==> src/rtl/step_pkg.sv <==
// rtl/step_pkg.sv - shared FSM state type and default timing constants for step_pulse_gen
package step_pkg;

  typedef enum logic [1:0] {
    IDLE,
    PRESS_WAIT,
    HELD,
    RELEASE_WAIT
  } step_state_t;

  localparam int DEBOUNCE_DEFAULT    = 500000;
  localparam int AUTO_PERIOD_DEFAULT = 25000000;
  localparam int CNT_W_DEFAULT       = 16;

endpackage

==> src/rtl/step_pulse_gen_if.sv <==
// rtl/step_pulse_gen_if.sv - key/run inputs and step outputs of step_pulse_gen
interface step_pulse_gen_if #(
  parameter int CNT_W = 16
);

  logic             KeyIn;
  logic             Run;
  logic             Step;
  logic             Pressed;
  logic [CNT_W-1:0] StepCount;

  modport master (
    output KeyIn, Run,
    input  Step, Pressed, StepCount
  );

  modport slave (
    input  KeyIn, Run,
    output Step, Pressed, StepCount
  );

endinterface

==> src/rtl/step_pulse_gen_stable_counter.sv <==
// rtl/step_pulse_gen_stable_counter.sv - counts consecutive enabled cycles; done on the THRESH-th one
module stable_counter #(
  parameter int THRESH = 4
) (
  input  logic clk,
  input  logic rst,
  input  logic clear,
  input  logic enable,
  output logic done
);

  localparam int W = $clog2(THRESH + 1);

  logic [W-1:0] cnt;

  // done is combinational so the owner can change state on the same edge
  assign done = enable && (cnt == W'(THRESH - 1));

  always_ff @(posedge clk or posedge rst) begin
    if (rst) begin
      cnt <= '0;
    end else if (clear) begin
      cnt <= '0;
    end else if (enable) begin
      cnt <= cnt + 1'b1;
    end
  end

endmodule

==> src/rtl/step_pulse_gen.sv <==
// rtl/step_pulse_gen.sv - debounced one-pulse-per-press step strobe with wrapping step counter
// Optional periodic auto-run stepping while idle is compiled in with STEP_AUTORUN_EN.
module step_pulse_gen
  import step_pkg::*;
#(
  parameter int DEBOUNCE_CYCLES = DEBOUNCE_DEFAULT,
  parameter int AUTO_PERIOD     = AUTO_PERIOD_DEFAULT,
  parameter int CNT_W           = CNT_W_DEFAULT
) (
  input logic             CLOCK_50,
  input logic             Reset,
  step_pulse_gen_if.slave io
);

  step_state_t      state;
  logic             step_r;
  logic             pressed_r;
  logic [CNT_W-1:0] count;

  logic db_en;
  logic db_clr;
  logic db_done;
  logic manual_fire;
  logic auto_fire;

  // The counter only runs while the key sits at the level the wait state is qualifying,
  // so every state entry and every bounce restarts it from zero.
  assign db_en  = ((state == PRESS_WAIT) && io.KeyIn) ||
                  ((state == RELEASE_WAIT) && !io.KeyIn);
  assign db_clr = !db_en || db_done;

  stable_counter #(
    .THRESH (DEBOUNCE_CYCLES)
  ) u_debounce (
    .clk    (CLOCK_50),
    .rst    (Reset),
    .clear  (db_clr),
    .enable (db_en),
    .done   (db_done)
  );

  assign manual_fire = (state == PRESS_WAIT) && db_done;

`ifdef STEP_AUTORUN_EN
  localparam int AW = $clog2(AUTO_PERIOD + 1);

  logic [AW-1:0] auto_cnt;
  logic          auto_run;
  logic          auto_tc;

  // A pending key press leaves IDLE on this edge, so it takes priority over auto-run.
  assign auto_run  = (state == IDLE) && io.Run && !io.KeyIn;
  assign auto_tc   = auto_cnt == AW'(AUTO_PERIOD - 1);
  assign auto_fire = auto_run && auto_tc && !step_r;

  always_ff @(posedge CLOCK_50 or posedge Reset) begin
    if (Reset) begin
      auto_cnt <= '0;
    end else if (!auto_run || auto_tc) begin
      auto_cnt <= '0;
    end else begin
      auto_cnt <= auto_cnt + 1'b1;
    end
  end
`else
  wire unused_run = io.Run;

  assign auto_fire = 1'b0;
`endif

  always_ff @(posedge CLOCK_50 or posedge Reset) begin
    if (Reset) begin
      state     <= IDLE;
      step_r    <= 1'b0;
      pressed_r <= 1'b0;
      count     <= '0;
    end else begin
      step_r <= manual_fire || auto_fire;
      if (manual_fire || auto_fire) begin
        count <= count + 1'b1;
      end
      case (state)
        IDLE: begin
          if (io.KeyIn) begin
            state <= PRESS_WAIT;
          end
        end
        PRESS_WAIT: begin
          if (!io.KeyIn) begin
            state <= IDLE;
          end else if (db_done) begin
            state     <= HELD;
            pressed_r <= 1'b1;
          end
        end
        HELD: begin
          if (!io.KeyIn) begin
            state <= RELEASE_WAIT;
          end
        end
        RELEASE_WAIT: begin
          if (io.KeyIn) begin
            state <= HELD;
          end else if (db_done) begin
            state     <= IDLE;
            pressed_r <= 1'b0;
          end
        end
        default: begin
          state <= IDLE;
        end
      endcase
    end
  end

  assign io.Step      = step_r;
  assign io.Pressed   = pressed_r;
  assign io.StepCount = count;

endmodule

==> src/flat_wrapper.sv <==
// flat-port wrapper written by rule: the top's interface ports become plain ports
module step_pulse_gen_flat import step_pkg::*;
#(
  parameter int DEBOUNCE_CYCLES = DEBOUNCE_DEFAULT,
  parameter int AUTO_PERIOD     = AUTO_PERIOD_DEFAULT,
  parameter int CNT_W           = CNT_W_DEFAULT
)
  (CLOCK_50, Reset, io_KeyIn, io_Run, io_Step, io_Pressed, io_StepCount);
  step_pulse_gen_if #(.CNT_W(CNT_W)) io_i ();
  input logic CLOCK_50;
  input logic Reset;
  input wire logic [$bits(io_i.KeyIn)-1:0] io_KeyIn;
  input wire logic [$bits(io_i.Run)-1:0] io_Run;
  output wire logic [$bits(io_i.Step)-1:0] io_Step;
  output wire logic [$bits(io_i.Pressed)-1:0] io_Pressed;
  output wire logic [$bits(io_i.StepCount)-1:0] io_StepCount;
  assign io_i.KeyIn = io_KeyIn;
  assign io_i.Run = io_Run;
  assign io_Step = io_i.Step;
  assign io_Pressed = io_i.Pressed;
  assign io_StepCount = io_i.StepCount;
  step_pulse_gen #(.DEBOUNCE_CYCLES(DEBOUNCE_CYCLES), .AUTO_PERIOD(AUTO_PERIOD), .CNT_W(CNT_W)) u_core (.CLOCK_50(CLOCK_50), .Reset(Reset), .io(io_i));
endmodule
==> config.mk <==
export PLATFORM = sky130hd
export DESIGN_NAME = step_pulse_gen_flat
export DESIGN_NICKNAME = d
export VERILOG_FILES = /design/src/rtl/step_pkg.sv /design/src/rtl/step_pulse_gen_if.sv /design/src/rtl/step_pulse_gen_stable_counter.sv /design/src/rtl/step_pulse_gen.sv /design/src/flat_wrapper.sv
export SDC_FILE = /design/constraint.sdc
export NUM_CORES = 1
export LEC_CHECK = 0
export ABC_CLOCK_PERIOD_IN_PS = 1800
export CORE_UTILIZATION = 50
export DETAILED_ROUTE_END_ITERATION = 10
export PLACE_DENSITY = 0.75
export SLEW_MARGIN = 20
export SYNTH_ARGS = -nofsm -noshare
export SYNTH_HDL_FRONTEND = slang
export SYNTH_SLANG_ARGS = --single-unit
==> constraint.sdc <==
create_clock -name CLOCK_50 -period 1.8 [get_ports CLOCK_50]
set_input_delay 0.36 -clock CLOCK_50 [delete_from_list [all_inputs] [get_ports CLOCK_50]]
set_output_delay 0.36 -clock CLOCK_50 [all_outputs]
set_load 0.02 [all_outputs]
**Word-level counts from Yosys, hierarchy flattened**

Index checks and enable logic that the tools add are counted.

- Register bits: 39
- Bits of input ports: 4
- Output and inout bits: 18
- Word-level logic and storage cells: 46

- Add/sub/neg operators: 2
- Equal/unequal tests: 12
- Muxes and demuxes: 14
- Reduce and logical (&&, ||, !) cells: 13

Operators by type and width:

| operator | number |
|---|---|
| 19-bit two-way mux | 2 |
| 19-bit by 1-bit adder with 19-bit output, second input constant | 1 |
| 19-bit == test, second input constant | 1 |
| 16-bit by 1-bit adder with 16-bit output, second input constant | 1 |
| 2-bit two-way mux | 6 |
| 2-bit inequality test, second input constant | 4 |
| 2-bit one-hot mux with 4 select lines | 1 |
| 3-bit by 2-bit inequality test with 1-bit output, second input constant | 2 |
| 5-bit AND reduction | 1 |
| 2-bit == test, second input constant | 2 |
| 1-bit logical AND | 4 |
| 1-bit two-way mux | 4 |
| 2-bit by 1-bit inequality test with 1-bit output, second input constant | 2 |
| 4-bit AND reduction | 1 |
| 2-bit nonzero test | 2 |
| 2-bit by 1-bit == test with 1-bit output, second input constant | 1 |
| 1-bit zero test | 2 |
| 2-bit zero test | 1 |
| 1-bit logical OR | 2 |
| 1-bit one-hot mux with 2 select lines | 1 |

**Depth between registers and ports, before layout**

- Depth after elaboration: 7
- Gate-level depth with buffers: 7
- Depth with buffers taken out: 6

**By module**

Synthesis repeated with hierarchy kept, for this count alone.

- Cells, all modules: 184
- Area total of the unflattened synthesis: 1,938.1 um^2

Modules (own cells, without submodules):

| module | instances | cells an instance | area each (um^2) | sequential area each (um^2) |
|---|---|---|---|---|
| stable_counter | 1 | 106 | 1,026.0 | 475.5 |
| step_pulse_gen | 1 | 78 | 912.1 | 500.5 |

**Worst setup path before layout**

No wires, ideal clock.

- Path type: register to register
- Start point: register u_core.u_debounce.cnt[0]
- End point: register u_core.count[9] (netlist: u_core.io.StepCount[9])
- Setup time: 80 ps
- Arrival: 1,818 ps
- Data required time: 1,720 ps
- Setup slack: -97 ps
- Cell stages (with the launch flop): 8
- Buffers on the path: 1
- Clock period less this slack: 1,897 ps
- Cell sequence: dfrtp_1 -> ha_1 -> and4bb_1 -> nand4_2 -> or3_1 -> buf_6 -> nor4_4 -> xor2_1

- Longest elaborated chain between the ends: 3

Ends and longest elaborated chain:

| element | line | source |
|---|---|---|
| start: declaration | step_pulse_gen_stable_counter.sv:14 | `logic [W-1:0] cnt;` |
| start signal: assignment | step_pulse_gen_stable_counter.sv:25 | `cnt <= cnt + 1'b1;` |
| 19-bit == test | step_pulse_gen_stable_counter.sv:17 | `assign done = enable && (cnt == W'(THRESH - 1));` |
| 1-bit logical AND | step_pulse_gen_stable_counter.sv:17 |  |
| 1-bit logical AND | step_pulse_gen.sv:42 | `assign manual_fire = (state == PRESS_WAIT) && db_done;` |
| end signal: assignment | step_pulse_gen.sv:80 | `count <= count + 1'b1;` |
| end: declaration | step_pulse_gen.sv:18 | `logic [CNT_W-1:0] count;` |

No other way between the ends.
A chain may end at the register's enable or synchronous reset.

**Final worst setup path**

- Start point: register u_core.u_debounce.cnt[0]
- End point: register u_core.count[8] (netlist: u_core.io.StepCount[8])

The elaborated chain is that of the path after synthesis.

==> impl_metrics.py <==
metrics = {
    "clock_tree": {
        "cts_buffers": 5,
        "clock_sink_count": 39,
        "htreeDepth": 2,
        "clock_latency_ns": 0.29,
        "cts_tree": "done",
        "root_buffer": "clkbuf_8",
        "clk_pin_slew_ns": 0.07,
        "hold_buffers": 0,
        "clock_path_buffers": 2,
    },
    "synth": {
        "syn_area_per_cell_sq_um": 10.3,
        "syn-num-nets": 191,
        "ys_warn_count": 0,
        "synthesis.area_sq_mm": 0.00191,
        "ys_types": 30,
        "yosys.area.top_type": "dfrtp_1",
        "synth_cells": 185,
        "synth_area_leaders": "dfrtp_1, xor2_1, nor2_1",
        "synth_seq_cells": 39,
        "seq_area_frac_synth": 0.511,
        "synth_top_cell_area_share": 0.511,
    },
    "floorplanning": {
        "rows": 22,
        "ios": 22,
        "fp.dieH_microns": 63.8,
        "core_area_sq_mm": 0.00366,
        "die_area_sq_mm": 0.00407,
        "initial_core_util": 0.521,
        "chipWidth_microns": 63.8,
    },
    "min_path": {
        "hold_path.class": "in2reg",
    },
    "sta": {
        "fin_crit_ns": 1.81,
        "worst_slack_ns": -0.0105,
        "tns_ns": -0.0129,
        "fin_skew_ns": 0.00710,
        "fmax_mhz": 552,
        "hold_ws_ns": 0.425,
        "relSlewSlack": 0.637,
        "tightest_slew_ns": 0.539,
        "finalMaxSlewViolations": 0,
        "rsz0062_at_grt": "true",
        "period_share": 1.01,
        "finalSetupViolCount": 2,
        "hold_viol_final": 0,
    },
    "worst_setup_path": {
        "worstSetupPathType": "reg2reg",
        "cp_max_fo": 7,
        "cp-end-kind": "flop",
        "worst_ep_required_time_ns": 2.01,
        "start_kind": "flop",
        "cp.arrival_ns": 2.02,
    },
    "power_and_ir_drop": {
        "p_sw_frac": 0.227,
        "vdd_ir_drop_max_mv": 0.597,
        "leakagePower_nw": 1.19,
        "p_int_mw": 1.20,
        "power_density_mw_per_mm2": 600,
        "combinationalPowerShare": 0.061,
        "power_mw": 1.55,
        "pwr-share-clk": 0.364,
        "switchingPower_uw": 352,
        "p_seq_frac": 0.575,
    },
    "final_layout": {
        "diodes": 0,
        "drive_gt1_frac": 0.260,
        "nets": 247,
        "final_common_cell": "dfrtp_1",
        "layout_common_cells": "dfrtp_1, nor2_1, buf_4, xor2_1, clkdlybuf4s50_1",
        "final_util": 0.705,
        "syn_to_final_growth_pct": 35.2,
    },
    "route": {
        "drt_iter0_markers": 60,
        "wl_per_cell_microns": 14.3,
        "drc": 0,
        "routed_wl_microns": 4150,
        "ant_nets": 0,
        "dr.pass1.iters": 4,
        "vias_per_cell": 5.24,
        "dr_total_vias": 1520,
    },
    "place": {
        "post-place-ws_ns": -0.466,
        "dp_hpwl_microns": 2740,
        "gp_congestion": 0.804,
        "port_buffers": 20,
    },
    "job": {
        "maxCapViolations": 0,
    },
    "global_route": {
        "grt_max_degree": 40,
        "grt_usage": 0.215,
        "antenna_found_initial": 0,
        "grt_pass1_wl_microns": 6640,
        "grt_pass1_vias": 1511,
        "grt_overflow": 0,
    },
    "outcome": {
        "violations": "negative setup slack",
        "status": "complete, but fails checks",
    },
}
final cells by class:
type / count / area [sq um]
flip-flops and latches: 39 / 976
clock buffers: 7 / 76.3
multi-input cells: 134 / 952
fillers: 262 / 1080
well taps: 48 / 60.1
repair buffers: 52 / 477
clock inverters: 1 / 5.00
inverters: 9 / 33.8
flip-flops by register name, summed over array words and instances, names as in the netlist, named ones only:
name and cells:
u_core.state 1, u_core.io.Pressed 1, u_core.io.StepCount 16, u_core.u_debounce.cnt 19, u_core.io.Step 1
final timing paths:
check | from | endpoint | slack (ns) | depth (start not counted)
worst max register to register | u_core.u_debounce.cnt[0] | u_core.io.StepCount[8] | -0.01 | 6
worst max-delay path | u_core.u_debounce.cnt[0] | u_core.io.StepCount[8] | -0.01 | 6
worst min register to register | u_core.io.StepCount[15] | u_core.io.StepCount[15] | 0.47 | 1
max in group asynchronous | Reset | u_core.u_debounce.cnt[13] | 0.97 | 3
min in group asynchronous | Reset | u_core.io.StepCount[2] | 0.49 | 3
worst min-delay path | io_KeyIn | flop | 0.43 | 2
critical path, cell delays in order (launching register included):
cell and delay, ns:
dfrtp_1 0.35, ha_2 0.18, and4bb_1 0.22, nand4_2 0.13, or3_4 0.48, nor3_2 0.23, xnor2_1 0.15
per-stage QoR:
stage	std cells	cell area (sq um)
4_1_cts	287	2490
6_report	290	2580
2_1_floorplan	185	1920
5_1_grt	290	2580
3_3_place_gp	278	2380
3_5_place_dp	278	2380
per-layer routing:
layer / share of wire / wire, microns / track usage
met5: 0 / 0 / 0
met1: 0.41 / 1710 / 0.242
met2: 0.53 / 2210 / 0.392
met4: 0.026 / 109 / 0.0852
met3: 0.031 / 130 / 0.0429
power groups by stage:
| stage | clock network, mW | logic (mW) | registers (mW) |
|---|---|---|---|
| 6_report | 0.564 | 0.0944 | 0.890 |
| 5_1_grt | 0.607 | 0.105 | 0.891 |
| 4_1_cts | 0.577 | 0.0792 | 0.890 |
| 3_5_place_dp | 0 | 0.0788 | 0.907 |
| 3_3_place_gp | 0 | 0.0753 | 0.907 |
| 2_1_floorplan | 0 | 0.0383 | 0.908 |
logic make-up (layout without fill, tap and decap cells):
kind of cell,Yosys count,count (layout),share of synthesized area
flops,39,39,0.511
fa+ha+maj,2,2,0.0131
compound gates,2,2,0.00787
xor+xnor,33,33,0.151
simple gates,95,95,0.275
buf+inv,12,69,0.0289
mux,2,2,0.0118
cell usage after synthesis, drive strengths merged:
cell,n
or2,1
nand2,12
xnor2,11
nor2,33
ha,2
nand4b,2
dfrtp,39
nand3,10
and2,2
nor4,3
a31oi,1
and4bb,3
nand4,10
nand3b,1
and3,5
and4,1
xor2,22
a211o,1
nor3,5
inv,9
buf,3
nor4b,1
and2b,4
or3,2
mux2,2
timing repair:
| action | 4_1_cts | 5_1_grt |
|---|---|---|
| endpoints found under the setup margin | 10 | 30 |
| resized for setup | 6 | 11 |
| pin swaps | 4 | 6 |
| gates cloned | 0 | 1 |
| setup buffers | 1 | 2 |
Note: power is estimated with default switching activity, not from simulation.
